File: config.mk
export PLATFORM = sky130hd
export DESIGN_NAME = ofm_write_collector
export DESIGN_NICKNAME = d
export VERILOG_FILES = /design/src/rtl/ofm_write_collector.sv
export SDC_FILE = /design/constraint.sdc
export NUM_CORES = 1
export LEC_CHECK = 0
export BUFFER_PORTS_ARGS = -buffer_cell sky130_fd_sc_hd__clkbuf_2
export CAP_MARGIN = 0
export CORE_ASPECT_RATIO = 0.9
export CORE_UTILIZATION = 36
export DETAILED_ROUTE_END_ITERATION = 10
export PLACE_DENSITY = 0.62
export SLEW_MARGIN = 20
export SYNTH_ARGS = -nofsm -noshare
export SYNTH_HDL_FRONTEND = slang
export SYNTH_SLANG_ARGS = --single-unit
File: constraint.sdc
create_clock -name clk -period 11.1 [get_ports clk]
set_clock_uncertainty 0.15 [all_clocks]
set_input_delay 0.555 -clock clk [delete_from_list [all_inputs] [get_ports clk]]
set_output_delay 0.555 -clock clk [all_outputs]
set_load 0.05 [all_outputs]
File: src/rtl/ofm_write_collector.sv
// Write-side collector for post-processed OFM words: absorbs the postprocessor stream
// in a skid FIFO and commits words to the FM buffer port whenever the reader does not own it.
`ifndef FM_BUFFER_DW
`define FM_BUFFER_DW 32
`endif
`ifndef FM_BUFFER_AW
`define FM_BUFFER_AW 12
`endif

module ofm_write_collector #(
  parameter int OFM_DW     = `FM_BUFFER_DW,
  parameter int OFM_AW     = `FM_BUFFER_AW,
  parameter int FIFO_DEPTH = 8,
  parameter int W_LVL      = 4
) (
  input  logic              clk,
  input  logic              rstn,
  input  logic              q_start,
  input  logic [OFM_AW:0]   q_total_words,
  input  logic              pp_data_vld_i,
  input  logic [OFM_DW-1:0] pp_data_i,
  input  logic [OFM_AW-1:0] pp_addr_i,
  input  logic              rd_busy_i,
  output logic              buf_we_o,
  output logic [OFM_AW-1:0] buf_addr_o,
  output logic [OFM_DW-1:0] buf_wdata_o,
  output logic              o_done,
  output logic              o_busy,
  output logic              o_overflow,
  output logic [W_LVL-1:0]  o_fifo_level
);

  localparam int PW = (FIFO_DEPTH > 1) ? $clog2(FIFO_DEPTH) : 1;
  localparam int EW = OFM_AW + OFM_DW;
  localparam logic [OFM_AW:0]  CNT_ONE = {{OFM_AW{1'b0}}, 1'b1};
  localparam logic [W_LVL-1:0] LVL_ONE = {{(W_LVL-1){1'b0}}, 1'b1};
  localparam logic [PW-1:0]    PTR_ONE = {{(PW-1){1'b0}}, 1'b1};
  localparam logic [W_LVL-1:0] LVL_FULL = W_LVL'(FIFO_DEPTH);

  typedef enum logic [1:0] {S_IDLE, S_RUN, S_DONE} state_t;

  state_t           r_state;
  logic [OFM_AW:0]  r_total;
  logic [OFM_AW:0]  r_committed;
  logic [OFM_AW:0]  r_accepted;
  logic [PW-1:0]    r_wrPtr;
  logic [PW-1:0]    r_rdPtr;
  logic [W_LVL-1:0] r_level;
  logic [EW-1:0]    r_mem [FIFO_DEPTH];

  logic             w_run;
  logic             w_empty;
  logic             w_full;
  logic             w_pushReq;
  logic             w_pop;
  logic             w_push;
  logic             w_drop;
  logic             w_start;
  logic [EW-1:0]    w_inWord;
  logic [EW-1:0]    w_head;
  logic [OFM_AW:0]  w_commitNext;

  // Words beyond the layer total are refused up front so the FIFO never holds more than will be committed.
  assign w_run        = (r_state == S_RUN);
  assign w_empty      = (r_level == '0);
  assign w_full       = (r_level == LVL_FULL);
  assign w_pushReq    = w_run && pp_data_vld_i && (r_accepted != r_total);
  assign w_pop        = w_run && !rd_busy_i && (!w_empty || w_pushReq);
  assign w_push       = w_pushReq && (!w_full || w_pop);
  assign w_drop       = pp_data_vld_i && !w_push;
  assign w_start      = (r_state == S_IDLE) && q_start;
  assign w_inWord     = {pp_addr_i, pp_data_i};
  assign w_head       = w_empty ? w_inWord : r_mem[r_rdPtr];
  assign w_commitNext = r_committed + {{OFM_AW{1'b0}}, buf_we_o};
  assign o_fifo_level = r_level;

  always_ff @(posedge clk) begin
    if (w_push) r_mem[r_wrPtr] <= w_inWord;
  end

  always_ff @(posedge clk or negedge rstn) begin
    if (!rstn) begin
      r_state     <= S_IDLE;
      r_total     <= '0;
      r_committed <= '0;
      r_accepted  <= '0;
      r_wrPtr     <= '0;
      r_rdPtr     <= '0;
      r_level     <= '0;
      buf_we_o    <= 1'b0;
      buf_addr_o  <= '0;
      buf_wdata_o <= '0;
      o_done      <= 1'b0;
      o_busy      <= 1'b0;
      o_overflow  <= 1'b0;
    end else begin
      if (w_push) r_wrPtr <= r_wrPtr + PTR_ONE;
      if (w_pop)  r_rdPtr <= r_rdPtr + PTR_ONE;
      if (w_push && !w_pop)      r_level <= r_level + LVL_ONE;
      else if (!w_push && w_pop) r_level <= r_level - LVL_ONE;

      buf_we_o <= w_pop;
      if (w_pop) begin
        buf_addr_o  <= w_head[EW-1:OFM_DW];
        buf_wdata_o <= w_head[OFM_DW-1:0];
      end

      // A word dropped in the very cycle a layer starts still counts as an error for that layer.
      if (w_start)     o_overflow <= w_drop;
      else if (w_drop) o_overflow <= 1'b1;

      o_done <= 1'b0;
      case (r_state)
        S_IDLE: begin
          if (q_start) begin
            r_total     <= q_total_words;
            r_committed <= '0;
            r_accepted  <= '0;
            r_state     <= S_RUN;
            o_busy      <= 1'b1;
          end
        end
        S_RUN: begin
          r_committed <= w_commitNext;
          if (w_push) r_accepted <= r_accepted + CNT_ONE;
          if (w_commitNext == r_total) begin
            r_state <= S_DONE;
            o_busy  <= 1'b0;
            o_done  <= 1'b1;
          end
        end
        default: begin
          r_state <= S_IDLE;
        end
      endcase
    end
  end

endmodule

# Word level (Yosys, flattened, before mapping)
# Memory sizes are Yosys's and may differ from the RTL's.
# Cells that the tools add are included.
# totals
n_memories,1
input_bits,62
ram_bits,352
word_cells,72
out_inout_bits,52
regBits,99
# classes
addsub,6
n_reduce_logical,26
n_eq_ne,7
mux,19
# memory_table
name,depth,word_bits,read_ports,rd_ports_with_merged_regs,write_ports,line_no,text
r_mem,8,44,1,0,1,49,logic [EW-1:0] r_mem [FIFO_DEPTH];
# op_table
operator,n
13-bit case mux with 2 select lines,2
44-bit 2-to-1 mux,1
13-bit 2-to-1 mux,2
13-bit by 1-bit adder with 13-bit output,1
"13-bit by 1-bit adder with 13-bit output, second input constant",1
13-bit == test,1
13-bit inequality test,1
1-bit logical AND,9
1-bit 2-to-1 mux,8
4-bit 2-to-1 mux,2
"3-bit by 1-bit adder with 3-bit output, second input constant",2
2-bit AND reduction,3
3-bit AND reduction,2
2-bit nonzero test,3
1-bit logical NOT,5
"4-bit by 1-bit adder with 4-bit output, second input constant",1
"4-bit == test, second input constant",1
4-bit logical NOT,1
2-bit 2-to-1 mux,2
"2-bit by 1-bit inequality test with 1-bit output, second input constant",2
2-bit case mux with 2 select lines,1
"4-bit by 1-bit subtractor with 4-bit output, second input constant",1
"2-bit by 1-bit == test with 1-bit output, second input constant",1
2-bit logical NOT,1
3 further kinds,4

# Logic depth before layout (Yosys ltp)
# logic_depth
depth_word,11
ltp_mapped,17
depth_no_buf,14

# Worst setup path before layout
# No wires, ideal clock.
# synth_path
kind,reg2reg
start,"register r_level[1], in the netlist o_fifo_level[1]"
end,memory r_mem[1][0] (netlist name) (enable)
setup_ns,0.555
slack_ns,4.671
period_less_slack_ns,6.429
stages_incl_launch_ff,7
required_ns,10.395
arrival_ns,5.724
n_path_buf,2
cell_sequence,dfrtp_1 -> nor3_1 -> a31oi_1 -> o211ai_1 -> buf_2 -> buf_2 -> nor4_1
# synth_via
elab_chain_cells,8
word_cells_on_any_way,10
cone_classes,1 x eq/ne; 2 x mux; 7 x reduce/logical
# synth_lines
element,line_no,text
from (decl),48,logic [W_LVL-1:0] r_level;
from (signal assigned),99,if (w_push && !w_pop) r_level <= r_level + LVL_ONE;
from (signal assigned),100,else if (!w_push && w_pop) r_level <= r_level - LVL_ONE;
4-bit logical NOT,65,assign w_empty = (r_level == '0);
1-bit logical NOT,68,assign w_pop = w_run && !rd_busy_i && (!w_empty || w_pushReq);
1-bit logical OR,68,
1-bit logical AND,68,
1-bit logical OR (*),69,assign w_push = w_pushReq && (!w_full || w_pop);
1-bit logical AND (*),69,
1-bit 2-to-1 mux (*),78,if (w_push) r_mem[r_wrPtr] <= w_inWord;
1-bit 2-to-1 mux (not written as such) (*),78,
to (decl),49,
# Every way passes the cells marked *; elsewhere a longest branch is shown, timed or not.

# Worst setup path in the final report
# layout_path
start,register r_state[1]
end,"register r_level[3], in the netlist o_fifo_level[3]"
# layout_via
elab_chain_cells,10
word_cells_on_any_way,14
cone_classes,1 x eq/ne; 1 x mux; 12 x reduce/logical
# layout_lines
element,line_no,text
from (decl),42,state_t r_state;
from (signal assigned),83,r_state <= S_IDLE;
from (signal assigned),119,r_state <= S_RUN;
from (signal assigned),127,r_state <= S_DONE;
2-bit by 1-bit == test with 1-bit output (*),64,assign w_run = (r_state == S_RUN);
1-bit logical AND (2 in series),67,assign w_pushReq = w_run && pp_data_vld_i && (r_accepted != r_total);
1-bit logical OR,68,
1-bit logical AND,68,
1-bit logical OR,69,
1-bit logical AND,69,
1-bit logical NOT,100,
1-bit logical AND,100,
2-bit nonzero test (no source line),--,
# Marks and branches as above.
# A chain may end at the register's enable or synchronous reset.

==> qor.csv <==
stage,metric,value,unit
status,status,"complete, no violations",
critical_path,crit end category,flop,
die,die area,51900,um2
sta,max-slew violations,0,
synth,yosys warns,0,
final_layout,ant diodes,0,
grt,global route overflow,0,
route,Avg WL per Cell,20.6,um
clock_tree,H-tree depth,2,
power,sequential power share,41.6,%
route,vias per inst,5.02,
synth,"Top FF cell, synth",edfxtp_1,
sta,Rel. slew slack,27.2,%
place,Port Buffers,113,
grt,global-route wire length before repair,59800,um
die,Die Y,216,um
clock_tree,clock sinks,451,
final_layout,Post-Layout Inst Area,21200,um2
critical_path,Crit Path Category,reg2reg,
critical_path,Required @ worst endpoint,11.39,ns
grt,All-Layer GR Usage,15.3,%
final_layout,layout cells sized above 1,27.7,%
sta,Worst-Margin Slew,1.09,ns
clock_tree,Max clock buf depth,3,
synth,"top cells by area, synth","edfxtp_1 58%, dfrtp_1 13%, mux4_2 11%",
route,First DRT Iteration DRCs,791,
die,I/O pin cnt,114,
route,drt total wl,39000,um
power,PD cells,279,nW/um2
flow_run,# Max-Cap Violations,0,
critical_path,worst r2r path cells,12,
grt,initial antenna violation count,5,
final_layout,fin util,42.1,%
sta,final hold slack,0.0319,ns
place,placed cell areas,19700,um2
power,Net Sw Frac,34.6,%
synth,post-synth top area share,57.6,%
place,hpwl dp,21100,um
critical_path,Worst EP arrival,4.10,ns
sta,Setup TNS Final,0,ns
grt,largest net degree at the start of global routing,69,
power,Clock power frac,25.4,%
clock_tree,CTS tree,done,
sta,crit share post-route,34.3,%
die,DIE WIDTH,240,um
route,"antenna viol nets, final",0,
hold_path,WHS Path Cells,3,
synth,count of cell types in the netlist,47,
final_layout,Syn-to-layout area delta,15.4,%
sta,Final Hold Fails,0,
sta,Final Critical Period,3.81,ns
power,Logic pwr share,33.1,%
synth,post-synthesis cell count,1054,
grt,vias in the first global route,9752,
critical_path,crit-path max FO,48,
critical_path,startpoint types,flop,
sta,# setup viols final,0,
synth,number of flops mapped to enable cells by yosys,352,
power,peak supply drop,0.183,mV
place,Cells after DPL,1807,
power,Internal,3.86,mW
synth,most numerous cell in the Yosys netlist,edfxtp_1,
synth,Post-synth ARST share,22.0,%
sta,unrepaired setup endpoints after global routing,false,
synth,syn_nets,1125,
final_layout,Nets,1248,
clock_tree,Num CTS Buffers,45,
die,Core Area,50400,um2
synth,Post-synth top cells,"352 x edfxtp_1, 108 x nand2_1, 99 x dfrtp_1",
final_layout,final std cells w/o fill,1892,
synth,syn avg cell area,17.4,um2
synth,Yosys reg bits,451,
clock_tree,Worst-path clk slew,0.06,ns
sta,Max Clk Rate,263,MHz
route,# DRC,0,
power,sw power,2.05,mW
synth,leading area contributor after synthesis,edfxtp_1,
die,Initial Util,36.5,%
power,leakage,7.45,nW
hold_path,hold crit path type,in2reg,
clock_tree,CTS root buf,clkbuf_16,
synth,register area share after synthesis,71.1,%
die,Placement Rows,78,
place,gpl congestion,0.801,
route,vias,9494,
route,drt pass-1 iters,4,
synth,Netlist Area Pre-Place,18400,um2
clock_tree,"Clk Latency, worst-skew pair",0.59,ns
## power by group through the flow
stage                     sequential, mW  combinational [mW]  clock [mW]
final                               2.46                1.95        1.50
after global routing                2.50                2.12        1.59
after CTS                           2.47                1.99        1.54
after detailed placement            2.50                1.99           0
after global placement              2.49                1.97           0
after floorplan                     2.69                1.26           0
## worst paths after layout
check	startpoint	slack, ns	end
setup / recovery	r_state[1]	7.29	o_fifo_level[3]
max in group asynchronous	rstn	8.99	r_rdPtr[2]
hold / removal	q_total_words[12]	0.03	r_total[12]
hold reg to reg	buf_addr_o[7]	0.34	buf_addr_o[7]
min in group asynchronous	rstn	0.39	r_committed[9]
setup reg to reg	r_state[1]	7.29	o_fifo_level[3]
## state kept, by name, indices dropped and copies added (netlist names)
name / flops
buf_we_o: 1
r_total: 13
r_committed: 13
o_fifo_level: 4
r_mem: 352
o_done: 1
r_rdPtr: 3
o_overflow: 1
r_state: 2
buf_wdata_o: 32
r_wrPtr: 3
r_accepted: 13
o_busy: 1
buf_addr_o: 12
## metrics by stage
stage,setup slack [ns],power [mW]
final,7.29,5.91
after global routing,7.04,6.21
after CTS,7.27,6.00
after detailed placement,7.28,4.48
after global placement,7.30,4.45
after floorplan,4.67,3.95
## per-layer routing
| metal | vias to the layer above | global-route usage, % | wire (um) |
|---|---|---|---|
| met5 | - | 0 | 62 |
| met4 | 10 | 3.93 | 584 |
| met3 | 56 | 3.29 | 1900 |
| met2 | 173 | 24.2 | 18200 |
| met1 | 4906 | 21.5 | 18300 |
| li1 | 4349 | - | - |
## kinds of logic (layout without fill, tap and decap cells)
kind of cell             after synthesis  count (layout)  synth area share [%]
XOR/XNOR                              36              36                  1.72
buffers and inverters                 66             224                  1.65
AO/OA/AOI/OAI                        117             117                  3.48
multiplexers                         181             181                  16.5
flip-flops                           451             451                  71.1
adder cells (fa/ha/maj)                9               9                 0.654
AND/OR/NAND/NOR                      194             194                  4.89
## placed cells by master (no fill, tap or decap), types with 4 or more instances in the layout
cell type,n
xor2_1,18
and2_1,6
edfxtp_1,352
mux2_4,17
clkbuf_1,16
mux2i_1,46
xnor2_1,18
nand3_1,15
nor3_1,5
a31oi_1,5
clkinv_2,5
dfrtp_1,96
nor2_1,20
clkinv_1,4
or3_1,8
and3_1,5
mux2_2,27
o21ai_0,79
a21oi_1,15
o31ai_1,4
ha_1,8
nand2_1,108
clkbuf_8,4
inv_1,10
mux4_2,88
clkbuf_2,112
buf_4,17
clkbuf_16,45
o211ai_1,4
nor4_2,4
## final cells by class
class                   instances  area [um2]
fillers                      4530       29200
flip-flops and latches        451       13100
multi-input cells             537        5060
clock buffers                  65        1240
well taps                     680         851
repair buffers                132         718
clock inverters                17         214
inverters                      10        37.5
## repair_timing
action                    in CTS  in global routing
hold buffers                   3                  0
setup buffers                  0                  0
resized for setup              0                  0
hold endpoints to repair      43                  0
## worst max-delay path, cell delays in order (launching register included)
cell and delay, ns:
dfrtp_1 0.39, nand2b_1 0.50, nor2_1 0.32, o21a_4 0.87
inv_1 0.11, ha_1 0.26, inv_1 0.11, ha_1 0.24
a21o_1 0.17, a21oi_1 0.18, xnor2_1 0.14, nor2_1 0.06
xor2_1 0.14
Note: power is estimated with default switching activity, not from simulation.
